## src/rtl/chunked_serial_adder_pkg.sv

```systemverilog
// Shared definitions for the chunked serial adder: FSM states and parameter helpers.
package chunked_serial_adder_pkg;

  typedef enum logic {
    ST_IDLE = 1'b0,
    ST_RUN  = 1'b1
  } state_e;

  // Number of CHUNK-wide slices that make up one WIDTH-wide operand.
  function automatic int unsigned calc_nchunk(input int unsigned width, input int unsigned chunk);
    return (chunk == 0) ? 0 : width / chunk;
  endfunction

  // True when the width/chunk pair describes a whole number of chunks.
  function automatic bit width_ok(input int unsigned width, input int unsigned chunk);
    if (chunk == 0 || chunk > width) return 1'b0;
    return (width % chunk) == 0;
  endfunction

  // Bits needed to count n items, never less than one.
  function automatic int unsigned min1_clog2(input int unsigned n);
    return (n > 1) ? $clog2(n) : 1;
  endfunction

endpackage

```

## src/rtl/chunked_serial_adder_chunk_adder.sv

```systemverilog
// Combinational CHUNK-bit adder reused once per cycle by the serial adder.
module chunk_adder #(
  parameter int unsigned CHUNK = 16
) (
  input  logic [CHUNK-1:0] a,
  input  logic [CHUNK-1:0] b,
  input  logic             cin,
  output logic [CHUNK-1:0] s,
  output logic             cout
);

  // One extra bit on each term captures the chunk carry-out.
  assign {cout, s} = {1'b0, a} + {1'b0, b} + (CHUNK + 1)'(cin);

endmodule

```

## src/rtl/chunked_serial_adder.sv

```systemverilog
// Multi-cycle adder: sums two WIDTH-bit operands CHUNK bits per clock with a registered carry.
module chunked_serial_adder
  import chunked_serial_adder_pkg::*;
#(
  parameter int unsigned WIDTH = 64,
  parameter int unsigned CHUNK = 16
) (
  input  logic             clk,
  input  logic             rst,
  input  logic             start,
  input  logic [WIDTH-1:0] A,
  input  logic [WIDTH-1:0] B,
  input  logic             Cin,
  output logic             busy,
  output logic             done,
  output logic [WIDTH-1:0] S,
  output logic             Cout,
  output logic             overflow
);

  localparam int unsigned NCHUNK = calc_nchunk(WIDTH, CHUNK);
  localparam int unsigned IDXW   = min1_clog2(NCHUNK);
  localparam int unsigned BASEW  = min1_clog2(WIDTH);
  localparam logic [IDXW-1:0] IDX_LAST = IDXW'(NCHUNK - 1);

  // Reject parameter pairs that do not split into whole chunks.
  generate
    if (!width_ok(WIDTH, CHUNK)) begin : g_bad_params
      $error("chunked_serial_adder: WIDTH must be a positive multiple of CHUNK");
    end
  endgenerate

  state_e            state_q, state_d;
  logic [IDXW-1:0]   idx_q, idx_d;
  logic [WIDTH-1:0]  a_q, a_d;
  logic [WIDTH-1:0]  b_q, b_d;
  logic              carry_q, carry_d;
  logic [WIDTH-1:0]  sum_q, sum_d;
  logic              busy_q, busy_d;
  logic              done_q, done_d;
  logic [WIDTH-1:0]  s_q, s_d;
  logic              cout_q, cout_d;
  logic              ovf_q, ovf_d;

  logic [BASEW-1:0]  chunk_base;
  logic [CHUNK-1:0]  a_chunk, b_chunk, s_chunk;
  logic              c_chunk;

  // Bit offset of the active chunk; operand registers stay put and are sliced in place.
  assign chunk_base = BASEW'(32'(idx_q) * CHUNK);
  assign a_chunk    = a_q[chunk_base +: CHUNK];
  assign b_chunk    = b_q[chunk_base +: CHUNK];

  chunk_adder #(
    .CHUNK (CHUNK)
  ) u_chunk_adder (
    .a    (a_chunk),
    .b    (b_chunk),
    .cin  (carry_q),
    .s    (s_chunk),
    .cout (c_chunk)
  );

  // Next-state and output decode: accept in IDLE, one chunk per RUN edge, publish on the last.
  always_comb begin
    state_d = state_q;
    idx_d   = idx_q;
    a_d     = a_q;
    b_d     = b_q;
    carry_d = carry_q;
    sum_d   = sum_q;
    busy_d  = busy_q;
    done_d  = 1'b0;
    s_d     = s_q;
    cout_d  = cout_q;
    ovf_d   = ovf_q;

    case (state_q)
      ST_IDLE: begin
        if (start) begin
          a_d     = A;
          b_d     = B;
          carry_d = Cin;
          idx_d   = '0;
          busy_d  = 1'b1;
          state_d = ST_RUN;
        end
      end
      ST_RUN: begin
        sum_d[chunk_base +: CHUNK] = s_chunk;
        carry_d = c_chunk;
        if (idx_q == IDX_LAST) begin
          idx_d   = '0;
          busy_d  = 1'b0;
          done_d  = 1'b1;
          s_d     = sum_d;
          cout_d  = c_chunk;
          ovf_d   = (a_q[WIDTH-1] == b_q[WIDTH-1]) && (sum_d[WIDTH-1] != a_q[WIDTH-1]);
          state_d = ST_IDLE;
        end else begin
          idx_d = idx_q + IDXW'(1);
        end
      end
      default: state_d = ST_IDLE;
    endcase
  end

  // State and datapath registers; synchronous reset aborts any operation in flight.
  always_ff @(posedge clk) begin
    if (rst) begin
      state_q <= ST_IDLE;
      idx_q   <= '0;
      a_q     <= '0;
      b_q     <= '0;
      carry_q <= 1'b0;
      sum_q   <= '0;
      busy_q  <= 1'b0;
      done_q  <= 1'b0;
      s_q     <= '0;
      cout_q  <= 1'b0;
      ovf_q   <= 1'b0;
    end else begin
      state_q <= state_d;
      idx_q   <= idx_d;
      a_q     <= a_d;
      b_q     <= b_d;
      carry_q <= carry_d;
      sum_q   <= sum_d;
      busy_q  <= busy_d;
      done_q  <= done_d;
      s_q     <= s_d;
      cout_q  <= cout_d;
      ovf_q   <= ovf_d;
    end
  end

  assign busy     = busy_q;
  assign done     = done_q;
  assign S        = s_q;
  assign Cout     = cout_q;
  assign overflow = ovf_q;

endmodule
```

## config.mk

```make
export PLATFORM = sky130hd
export DESIGN_NAME = chunked_serial_adder
export DESIGN_NICKNAME = d
export VERILOG_FILES = /design/src/rtl/chunked_serial_adder_pkg.sv /design/src/rtl/chunked_serial_adder_chunk_adder.sv /design/src/rtl/chunked_serial_adder.sv
export SDC_FILE = /design/constraint.sdc
export NUM_CORES = 1
export LEC_CHECK = 0
export ABC_AREA = 1
export CAP_MARGIN = 20
export CORE_MARGIN = 2
export CORE_UTILIZATION = 30
export DETAILED_ROUTE_END_ITERATION = 12
export PLACE_DENSITY = 0.58
export REMOVE_ABC_BUFFERS = 1
export SETUP_SLACK_MARGIN = 0.02
export SLEW_MARGIN = 20
export SYNTH_ARGS = -nofsm -noshare
export SYNTH_HDL_FRONTEND = slang
export SYNTH_HIERARCHICAL = 1
export SYNTH_SLANG_ARGS = --single-unit
```

## constraint.sdc

```tcl
create_clock -name clk -period 3.1 [get_ports clk]
set_clock_uncertainty 0.15 [all_clocks]
set_input_delay 0.93 -clock clk [delete_from_list [all_inputs] [get_ports clk]]
set_output_delay 0.93 -clock clk [all_outputs]
set_load 0.1 [all_outputs]
```

==> metrics.cfg, run 1 <==
[global_routing]
grt.overflow.total=0
grt_pass1_vias=11095
grt_use_total=0.169
grt_max_degree=131
antenna_found_initial=0
grt_pass1_wl_microns=57500

[cells_and_area]
fillCellCount=4136
drive_above_1_share=0.135
stdcell_count=2529
num_antenna_cells=0
final_area_sq_um=16000
syn_to_final_growth_pct=31.4
fin_nets=2141

[pwr]
power_frac_clock=0.381
p_switching_w=0.00265
finalPower_w=0.00915
power_density_nw_per_um2=573
internal_power_w=0.00651
combPwrFrac=0.214
pwr-share-seq=0.405
max-vdd-ir-drop_uv=331
switching_share=0.289
p_leak_nw=7.43

[route]
vias_per_cell=4.67
drtIter0Drc=702
drt-pass1-iter-count=7
drc=0
ant_nets=0
drt-wirelength-per-cell_microns=14.5
vias=11805
wirelength_microns=36600

[sta]
slew_violations=0
period_needed_ps=2910
setup_viol=0
finalCritPeriodShare=0.940
rsz0062_at_grt=true
tightest_slew_ps=838
max_freq_mhz=343
hold_viol=0
relSlewSlack=0.441

[yosys]
netlist_top_cells_area=dfxtp_1, nor2_1, nand2_1, o21ai_0, inv_1
yosysSeqAreaShare=0.435
synth_edf_count=0
ys_warn_count=6
synth_cell_type_count=36
synth_most_common_cell=nor2_1
synthCells=1798
synth_top_area_frac=0.435
netlist.top_cell.by_area=dfxtp_1
ys_ff_latch=264
synthesis.area_sq_um=12200
syn_avg_cell_area_sq_um=6.76
synthTopCellsByCount=nor2_1, nand2_1, dfxtp_1
async_flop_share=0
ys.flop_type=dfxtp_1

[place]
portBuffers=199
placed_cell_area_sq_um=14700
dp.cells=2471
hpwl_microns=24800
gp_congestion=0.808

[clock_tree]
htreeDepth=1
clk_latency_ps=560
cts_tree=done
cts_buffers=29
root_buffer=clkbuf_16
cts_max_path_buffers=3
clk_pin_slew_ps=60
clock_sinks=264

[floorplan]
core_sq_um=39900
rows=73
die_w_microns=205
start_util=0.305
chipHeight_microns=205
ioPinCount=200
die-area_sq_um=42200

[critical_path]
worstSetupPathType=reg -> reg
arrival_ps=3260
slowest_stage=dfxtp_4
crit_path_frequent_cell=nand2_1
crit_fanout=6
crit_chain=buf_8 > o21ai_1 > o22ai_1 > fa_2 > fa_2 > nand2_1 > nand2_1 > and2_4 > nand3_2 > nand4_1 > nand2_1 > inv_1 > nor2_2 > nand3_1 > o21ai_2 > o21ai_1 > inv_1
crit_path_max_incr_delay_ps=380
crit_path_end_kind=flop
cp-start-kind=flop
cp_data_required_time_ps=3440

[status]
outcome=finished, final reports clean

[worst_hold_path]
hp-class=reg -> reg

[flow_run]
cap_violations=0

==> final timing paths <==
path	from	end	slack, ps	cells after the start
worst max-delay path	idx_q[0]$_SDFFE_PP0P_	sum_q[28]$_SDFFE_PP0P_	190	17
worst min-delay path	S[32]$_SDFFE_PP0P_	S[32]$_SDFFE_PP0P_	300	2
worst max register to register	idx_q[0]$_SDFFE_PP0P_	sum_q[28]$_SDFFE_PP0P_	190	17
worst min register to register	S[32]$_SDFFE_PP0P_	S[32]$_SDFFE_PP0P_	300	2
==> repair_timing <==
item                                   4_1_cts  5_1_grt
pin swaps                                    0       14
setup endpoints to repair                   36       86
gates resized for setup                      7       78
hold buffers                                 0        0
gates cloned                                 0        3
endpoints found under the hold margin        0        0
buffers inserted                             3        3
==> cell families after synthesis <==
group                    count (synthesis)  synth area share
adder cells (fa/ha/maj)                 23            0.0249
buffers and inverters                  279            0.0980
XOR/XNOR                                 7           0.00504
AO/OA/AOI/OAI                          384             0.166
flip-flops                             264             0.435
AND/OR/NAND/NOR                        841             0.272
==> final cells by class <==
class	instances	area (sq um)	area share
clock inverters	7	115	0.00720
clock buffers	42	836	0.0523
repair buffers	270	2540	0.159
inverters	166	637	0.0398
multi-input cells	1255	5900	0.369
well taps	525	657	0.0411
flip-flops and latches	264	5290	0.331
==> worst max-delay path: cells and delay by family, from the launching register on <==
kind	cells	cell delay, ps
and+or+nand+nor	8	860
buffers and inverters	3	280
DFF	1	380
adders and majority gates	2	730
AOI/OAI and AO/OA	4	450
==> placed cells by master (no fill, tap or decap), types with 15 or more instances in the layout <==
cell / synthesis / final
nand2_1: 363 / 358
dfxtp_1: 264 / 261
o22ai_1: 33 / 25
a21oi_1: 42 / 40
o21ai_1: 36 / 45
o211ai_1: 16 / 16
buf_4: 22 / 123
clkbuf_16: 0 / 33
ha_1: 21 / 17
clkdlybuf4s50_1: 0 / 130
nand2_2: 11 / 15
nor2_1: 410 / 396
o21ai_0: 253 / 232
inv_1: 155 / 152
nand3_1: 41 / 39
==> registers in the layout, summed over array words and instances (netlist names) <==
register	flops
sum_q	64
overflow	1
busy	1
S	64
done	1
idx_q	2
carry_q	1
state_q	1
Cout	1
b_q	64
a_q	64
==> routing by layer <==
layer / wire length, microns / GRT usage
met5: 0 / 0
met4: 880 / 0.0409
met3: 1890 / 0.0279
met2: 16700 / 0.278
met1: 17100 / 0.229
==> power groups by stage <==
stage,clock [W],sequential [W],combinational (W)
2_1_floorplan,0,0.00378,0.00102
3_3_place_gp,0,0.00378,0.00179
3_5_place_dp,0,0.00378,0.00181
4_1_cts,0.00358,0.00370,0.00184
5_1_grt,0.00370,0.00373,0.00220
6_report,0.00349,0.00371,0.00196
==> through the flow <==
stage / hold slack [ps] / utilization / worst slack, ps / setup TNS, ps
6_report: 301 / 0.400 / 185 / 0
5_1_grt: 319 / 0.400 / -25.1 / -101
3_3_place_gp: 290 / 0.368 / 11.6 / 0
2_1_floorplan: 299 / - / -2140 / -363460
4_1_cts: 303 / 0.393 / 47.5 / 0
3_5_place_dp: 292 / 0.368 / -78.5 / -529
(Power assumes the default switching activity.)
==> run 2, diff against run 1 <==
CELL_PAD_IN_SITES_DETAIL_PLACEMENT = 0   (was unset)
CELL_PAD_IN_SITES_GLOBAL_PLACEMENT = 2   (was unset)
CORE_UTILIZATION = 26   (was 30)
PLACE_DENSITY = 0.81   (was 0.58)
==> run 2 against run 1 <==
Effect of this change:
- combinational power up 2%
- sequential share of layout area down 1.0 points
- register-to-register slack about the same
- routed wire length up 7.6%
- power up 9.6%
- final cell count up 3.7%
- die area up 15%
- critical path type unchanged
- largest cell class unchanged
==> metrics.cfg, run 2 (synthesized netlist as in run 1, its figures left out) <==
[cells_and_area]
fillCellCount=4949  ; was 4136
layout_commonest_cell=nor2_1  ; unchanged
num_antenna_cells=0  ; unchanged
syn_to_final_growth_pct=35.5  ; was 31.4%
drive_above_1_share=0.144  ; was 0.135
utilization=0.356  ; was 0.400
layout_common_cells=nor2_1, nand2_1, dfxtp_1  ; unchanged
fin_nets=2148  ; was 2141

[clock_tree]
clock_sinks=264  ; unchanged
cts_buffers=34  ; was 29
clk_latency_ps=530  ; was 560 ps
cts_tree=done  ; unchanged
cts_max_path_buffers=3  ; unchanged
htreeDepth=2  ; was 1
clk_pin_slew_ps=60  ; about the same
root_buffer=clkbuf_16  ; unchanged

[route]
vias_per_cell=4.43  ; was 4.67
wirelength_microns=39400  ; was 36600 microns
ant_nets=0  ; unchanged
drc=0  ; unchanged
drt-wirelength-per-cell_microns=15.0  ; was 14.5 microns
drt-pass1-iter-count=5  ; was 7
drtIter0Drc=720  ; was 702
vias=11631  ; was 11805

[place]
hpwl_microns=26900  ; was 24800 microns
portBuffers=199  ; unchanged
gp_congestion=0.786  ; was 0.808

[global_routing]
grt.overflow.total=0  ; unchanged
grt_pass1_vias=11056  ; was 11095
grt_use_total=0.159  ; was 0.169
antenna_found_initial=0  ; unchanged
grt_pass1_wl_microns=60800  ; was 57500 microns
grt_max_degree=96  ; was 131

[sta]
tightest_slew_ps=683  ; was 838 ps
hold_viol=0  ; unchanged
period_needed_ps=2910  ; about the same
max_freq_mhz=343  ; about the same
finalCritPeriodShare=0.939  ; was 0.940
setup_viol=0  ; unchanged
rsz0062_at_grt=true  ; unchanged
slew_violations=0  ; unchanged
fin_tns_setup_ps=0  ; unchanged
relSlewSlack=0.544  ; was 0.441

[critical_path]
slowest_stage=dfxtp_4  ; unchanged
crit_chain=inv_6 > buf_12 > buf_4 > o21ai_0 > o22ai_1 > ha_1 > buf_6 > nand2_2 > buf_4 > nor2_2 > nand2_1 > nand3_2 > nand2_1 > nand2_2 > inv_2 > nor2_4 > nand3_1 > nand2_1 > nand2_1 > nand2_1  ; was buf_8 > o21ai_1 > o22ai_1 > fa_2 > fa_2 > nand2_1 > nand2_1 > and2_4 > nand3_2 > nand4_1 > nand2_1 > inv_1 > nor2_2 > nand3_1 > o21ai_2 > o21ai_1 > inv_1
crit_path_max_incr_delay_ps=420  ; was 380 ps
cp-start-kind=flop  ; unchanged
critPathTopFamily=simple AND/OR/NAND/NOR gates  ; unchanged
crit_cells=20  ; was 17
worstSetupPathType=reg -> reg  ; unchanged
crit_path_frequent_cell=nand2_1  ; unchanged
rr_worst_depth=20  ; was 17
cp_data_required_time_ps=3430  ; was 3440 ps
crit_fanout=13  ; was 6
crit_path_end_kind=flop  ; unchanged
arrival_ps=3240  ; was 3260 ps
path_buf_inv=6  ; was 3

[pwr]
max-vdd-ir-drop_uv=348  ; was 331 uV
power_density_nw_per_um2=609  ; was 573 nW/um^2
p_leak_nw=7.61  ; was 7.43 nW

[flow_run]
cap_violations=0  ; unchanged

[floorplan]
die_w_microns=220  ; was 205 microns
start_util=0.262  ; was 0.305
core_sq_um=46400  ; was 39900 sq um
rows=79  ; was 73
chipHeight_microns=220  ; was 205 microns
die-area_sq_um=48500  ; was 42200 sq um
ioPinCount=200  ; unchanged

[worst_hold_path]
hold_depth=2  ; unchanged
hp-class=reg -> reg  ; unchanged

[status]
outcome=finished, final reports clean  ; unchanged

[run 2: where the power goes]
part	total [W]	switching (W)	leakage [nW]	internal (W)
clock	0.00433	0.00155	0.611	0.00278
combinational	0.00200	0.00118	4.82	0.000818
sequential	0.00371	0.000106	2.17	0.00360
total	0.0100	0.00284	7.61	0.00720
[run 2: metrics by stage]
| step | std cells | setup slack, ps | power, W | instance area, sq um | hold slack [ps] |
|---|---|---|---|---|---|
| global route | 2623 | 9.30 | 0.0106 | 16500 | 312 |
| CTS | 2614 | -2.13 | 0.0100 | 16100 | 303 |
| finish | 2623 | 188 | 0.0100 | 16500 | 298 |
| global placement | 2555 | -67.0 | 0.00560 | 14800 | 290 |
| detailed placement | 2555 | -137 | 0.00562 | 14800 | 292 |
| floorplan | 1685 | -2140 | 0.00480 | 11600 | 299 |
[run 2: final timing paths]
check	startpoint	slack, ps	endpoint
worst max-delay path	idx_q[0]$_SDFFE_PP0P_	190	S[60]$_SDFFE_PP0P_
worst min-delay path	S[40]$_SDFFE_PP0P_	300	S[40]$_SDFFE_PP0P_
worst max register to register	idx_q[0]$_SDFFE_PP0P_	190	S[60]$_SDFFE_PP0P_
worst min register to register	S[40]$_SDFFE_PP0P_	300	S[40]$_SDFFE_PP0P_
[run 2: area by class of cell]
cell class	instances	area (sq um)	area share
multi-input cells	1255	5980	0.363
clock buffers	53	1110	0.0672
well taps	607	759	0.0461
inverters	166	637	0.0386
clock inverters	6	134	0.00812
flip-flops and latches	264	5290	0.321
repair buffers	272	2570	0.156
[run 2: repair_timing]
item / CTS / global route
hold buffers: 0 / 0
setup buffers: 0 / 6
pin swaps: 1 / 18
gates cloned: 0 / 3
setup endpoints to repair: 38 / 102
resized for setup: 8 / 86
[run 2: worst reg2reg max path: cells and delay by family (launching register included)]
kind	cells	cell delay (ps)
fa+ha+maj	1	390
flops	1	420
compound gates	2	250
simple gates	11	930
buf+inv	6	700
[run 2: metal layers]
metal  share of wire  vias up  wire [microns]  GRT usage
met1            0.48     5268           18900      0.218
met4           0.019        0             756     0.0474
met2            0.46      233           18000      0.258
met3           0.044       47            1740     0.0239
li1                -     6083               -          -
met5               0        -               0          0
==> run 3, diff against run 2 <==
CORE_MARGIN = unset   (was 2)
SETUP_SLACK_MARGIN = 0.5   (was 0.02)
==> run 3 against run 2 <==
Effect of this change:
- maximum frequency up 1.6%
- critical path depth is 3 lower
- critical path type unchanged
- count of clock-buffer cells in the layout decreased by 7
- critical endpoint is now sum_q[22]$_SDFFE_PP0P_
- sequential share of layout area decreased by 0.76 points
- first-iteration DRC count down 18%
- via count grew 0.83%
- combinational power grew 16%
- largest power group is now registers
- power is 5.2% lower
- highest routed layer unchanged
- final cell count is 0.57% higher
==> metrics.cfg, run 3 (synthesized netlist as in run 1, its figures left out) <==
[route]
vias_per_cell=4.45  ; was 4.43
drt-wirelength-per-cell_microns=14.8  ; was 15.0 microns
drc=0  ; unchanged
drtIter0Drc=593  ; was 720
ant_nets=0  ; unchanged
wirelength_microns=39000  ; was 39400 microns
vias=11728  ; was 11631
drt-pass1-iter-count=4  ; was 5

[sta]
setup_viol=0  ; unchanged
rsz0062_at_grt=true  ; unchanged
max_freq_mhz=349  ; was 343 MHz
period_needed_ps=2870  ; was 2910 ps
finalCritPeriodShare=0.925  ; was 0.939
relSlewSlack=0.558  ; was 0.544
hold_viol=0  ; unchanged
tightest_slew_ps=663  ; was 683 ps
slew_violations=0  ; unchanged
fin_ws_ps=234  ; was 188 ps

[clock_tree]
cts_tree=done  ; unchanged
cts-hold-fix-buffers=0  ; unchanged
htreeDepth=1  ; was 2
clk_pin_slew_ps=60  ; about the same
cts_max_path_buffers=3  ; unchanged
cts_buffers=31  ; was 34
clock_sinks=264  ; unchanged
root_buffer=clkbuf_16  ; unchanged
clk_latency_ps=570  ; was 530 ps

[place]
gp_congestion=0.773  ; was 0.786
portBuffers=199  ; unchanged
hpwl_microns=26700  ; was 26900 microns
placed_cell_area_sq_um=14900  ; was 14800 sq um
place_ws_ps=-26.1  ; was -137 ps

[cells_and_area]
final-seq-area_sq_um=5290  ; unchanged
utilization=0.369  ; was 0.356
multiInputGateArea_sq_um=6410  ; was 5980 sq um
num_antenna_cells=0  ; unchanged
final_area_sq_um=16900  ; was 16500 sq um
fin_nets=2170  ; was 2148
layout_common_cells=nor2_1, nand2_1, dfxtp_1  ; unchanged
drive_above_1_share=0.197  ; was 0.144
fillCellCount=4874  ; was 4949
syn_to_final_growth_pct=38.8  ; was 35.5%
layout_commonest_cell=nor2_1  ; unchanged

[pwr]
power_frac_clock=0.367  ; was 0.431
switching_share=0.301  ; was 0.283
max-vdd-ir-drop_uv=460  ; was 348 uV
p_switching_w=0.00287  ; was 0.00284 W
power_density_nw_per_um2=564  ; was 609 nW/um^2
combPwrFrac=0.243  ; was 0.200
finalPower_w=0.00951  ; was 0.0100 W
p_leak_nw=7.74  ; was 7.61 nW
internal_power_w=0.00665  ; was 0.00720 W
pwr-share-seq=0.389  ; was 0.369

[floorplan]
start_util=0.266  ; was 0.262
die-area_sq_um=47600  ; was 48500 sq um
rows=78  ; was 79
die_w_microns=218  ; was 220 microns
chipHeight_microns=218  ; was 220 microns
ioPinCount=200  ; unchanged
core_sq_um=45800  ; was 46400 sq um

[critical_path]
worstSetupPathType=reg -> reg  ; unchanged
crit_path_end_kind=flop  ; unchanged
crit_path_max_incr_delay_ps=400  ; was 420 ps
rr_worst_depth=17  ; was 20
crit_chain=inv_6 > buf_6 > nor2_4 > o22ai_2 > fa_2 > fa_2 > nand2_2 > nand2_2 > nand3b_1 > nand2_2 > xor2_1 > inv_1 > nor2_1 > nand3_1 > o21ai_1 > o21ai_1 > inv_1  ; was inv_6 > buf_12 > buf_4 > o21ai_0 > o22ai_1 > ha_1 > buf_6 > nand2_2 > buf_4 > nor2_2 > nand2_1 > nand3_2 > nand2_1 > nand2_2 > inv_2 > nor2_4 > nand3_1 > nand2_1 > nand2_1 > nand2_1
slowest_stage=dfxtp_4  ; unchanged
crit_path_frequent_cell=nand2_2  ; was nand2_1
crit_fanout=6  ; was 13
cp_data_required_time_ps=3460  ; was 3430 ps
arrival_ps=3220  ; was 3240 ps
cp-start-kind=flop  ; unchanged

[flow_run]
cap_violations=0  ; unchanged

[worst_hold_path]
hp-class=reg -> reg  ; unchanged
hold_depth=2  ; unchanged

[global_routing]
grt_pass1_wl_microns=61400  ; was 60800 microns
grt_max_degree=91  ; was 96
grt_use_total=0.161  ; was 0.159
grt.overflow.total=0  ; unchanged
grt_pass1_vias=11354  ; was 11056
antenna_found_initial=0  ; unchanged

[status]
outcome=finished, final reports clean  ; unchanged

## run 3: stage by stage
step	TNS, ps	hold slack, ps	cells
floorplan	-363460	299	1685
detailed placement	-75.0	293	2560
finish	0	299	2638
global placement	0	289	2560
CTS	0	305	2620
global route	0	314	2638
## run 3: timing repair
| item | 4_1_cts | 5_1_grt |
|---|---|---|
| cloned | 0 | 2 |
| setup buffers | 4 | 16 |
| setup endpoints to repair | 126 | 131 |
| pin swaps | 32 | 61 |
| gates resized for setup | 101 | 173 |
## run 3: path summary, 6_finish.rpt
path,startpoint,endpoint,slack (ps)
hold reg to reg,S[15]$_SDFFE_PP0P_,S[15]$_SDFFE_PP0P_,300
hold / removal,S[15]$_SDFFE_PP0P_,S[15]$_SDFFE_PP0P_,300
setup / recovery,idx_q[0]$_SDFFE_PP0P_,sum_q[22]$_SDFFE_PP0P_,230
setup reg to reg,idx_q[0]$_SDFFE_PP0P_,sum_q[22]$_SDFFE_PP0P_,230
## run 3: worst max-delay path: cells and delay by family (launching register included)
kind / cells / cell delay (ps)
DFF: 1 / 400
AOI/OAI and AO/OA: 3 / 280
and+or+nand+nor: 7 / 730
adders and majority gates: 2 / 760
xor gates and xnor gates: 1 / 130
buffers and inverters: 4 / 340
## run 3: cell type report
type	count	area share
Clock inverter	10	0.00482
Sequential cell	264	0.313
Clock buffer	46	0.0528
Timing Repair Buffer	297	0.166
Tap cell	600	0.0445
Inverter	166	0.0382
Multi-Input combinational cell	1255	0.380
## run 3: routing by layer
layer	part of all wire	up-vias	GRT usage	wire [microns]
li1	-	6132	-	-
met1	0.48	5319	0.220	18900
met2	0.45	234	0.266	17700
met3	0.041	43	0.0225	1620
met4	0.020	0	0.0371	799
met5	0	-	0	0
## run 3: power by group through the flow
stage	Clock (W)	Sequential (W)	Combinational [W]
global placement	0	0.00376	0.00186
global route	0.00376	0.00373	0.00257
finish	0.00350	0.00370	0.00232
CTS	0.00362	0.00370	0.00203
floorplan	0	0.00378	0.00102
detailed placement	0	0.00377	0.00188
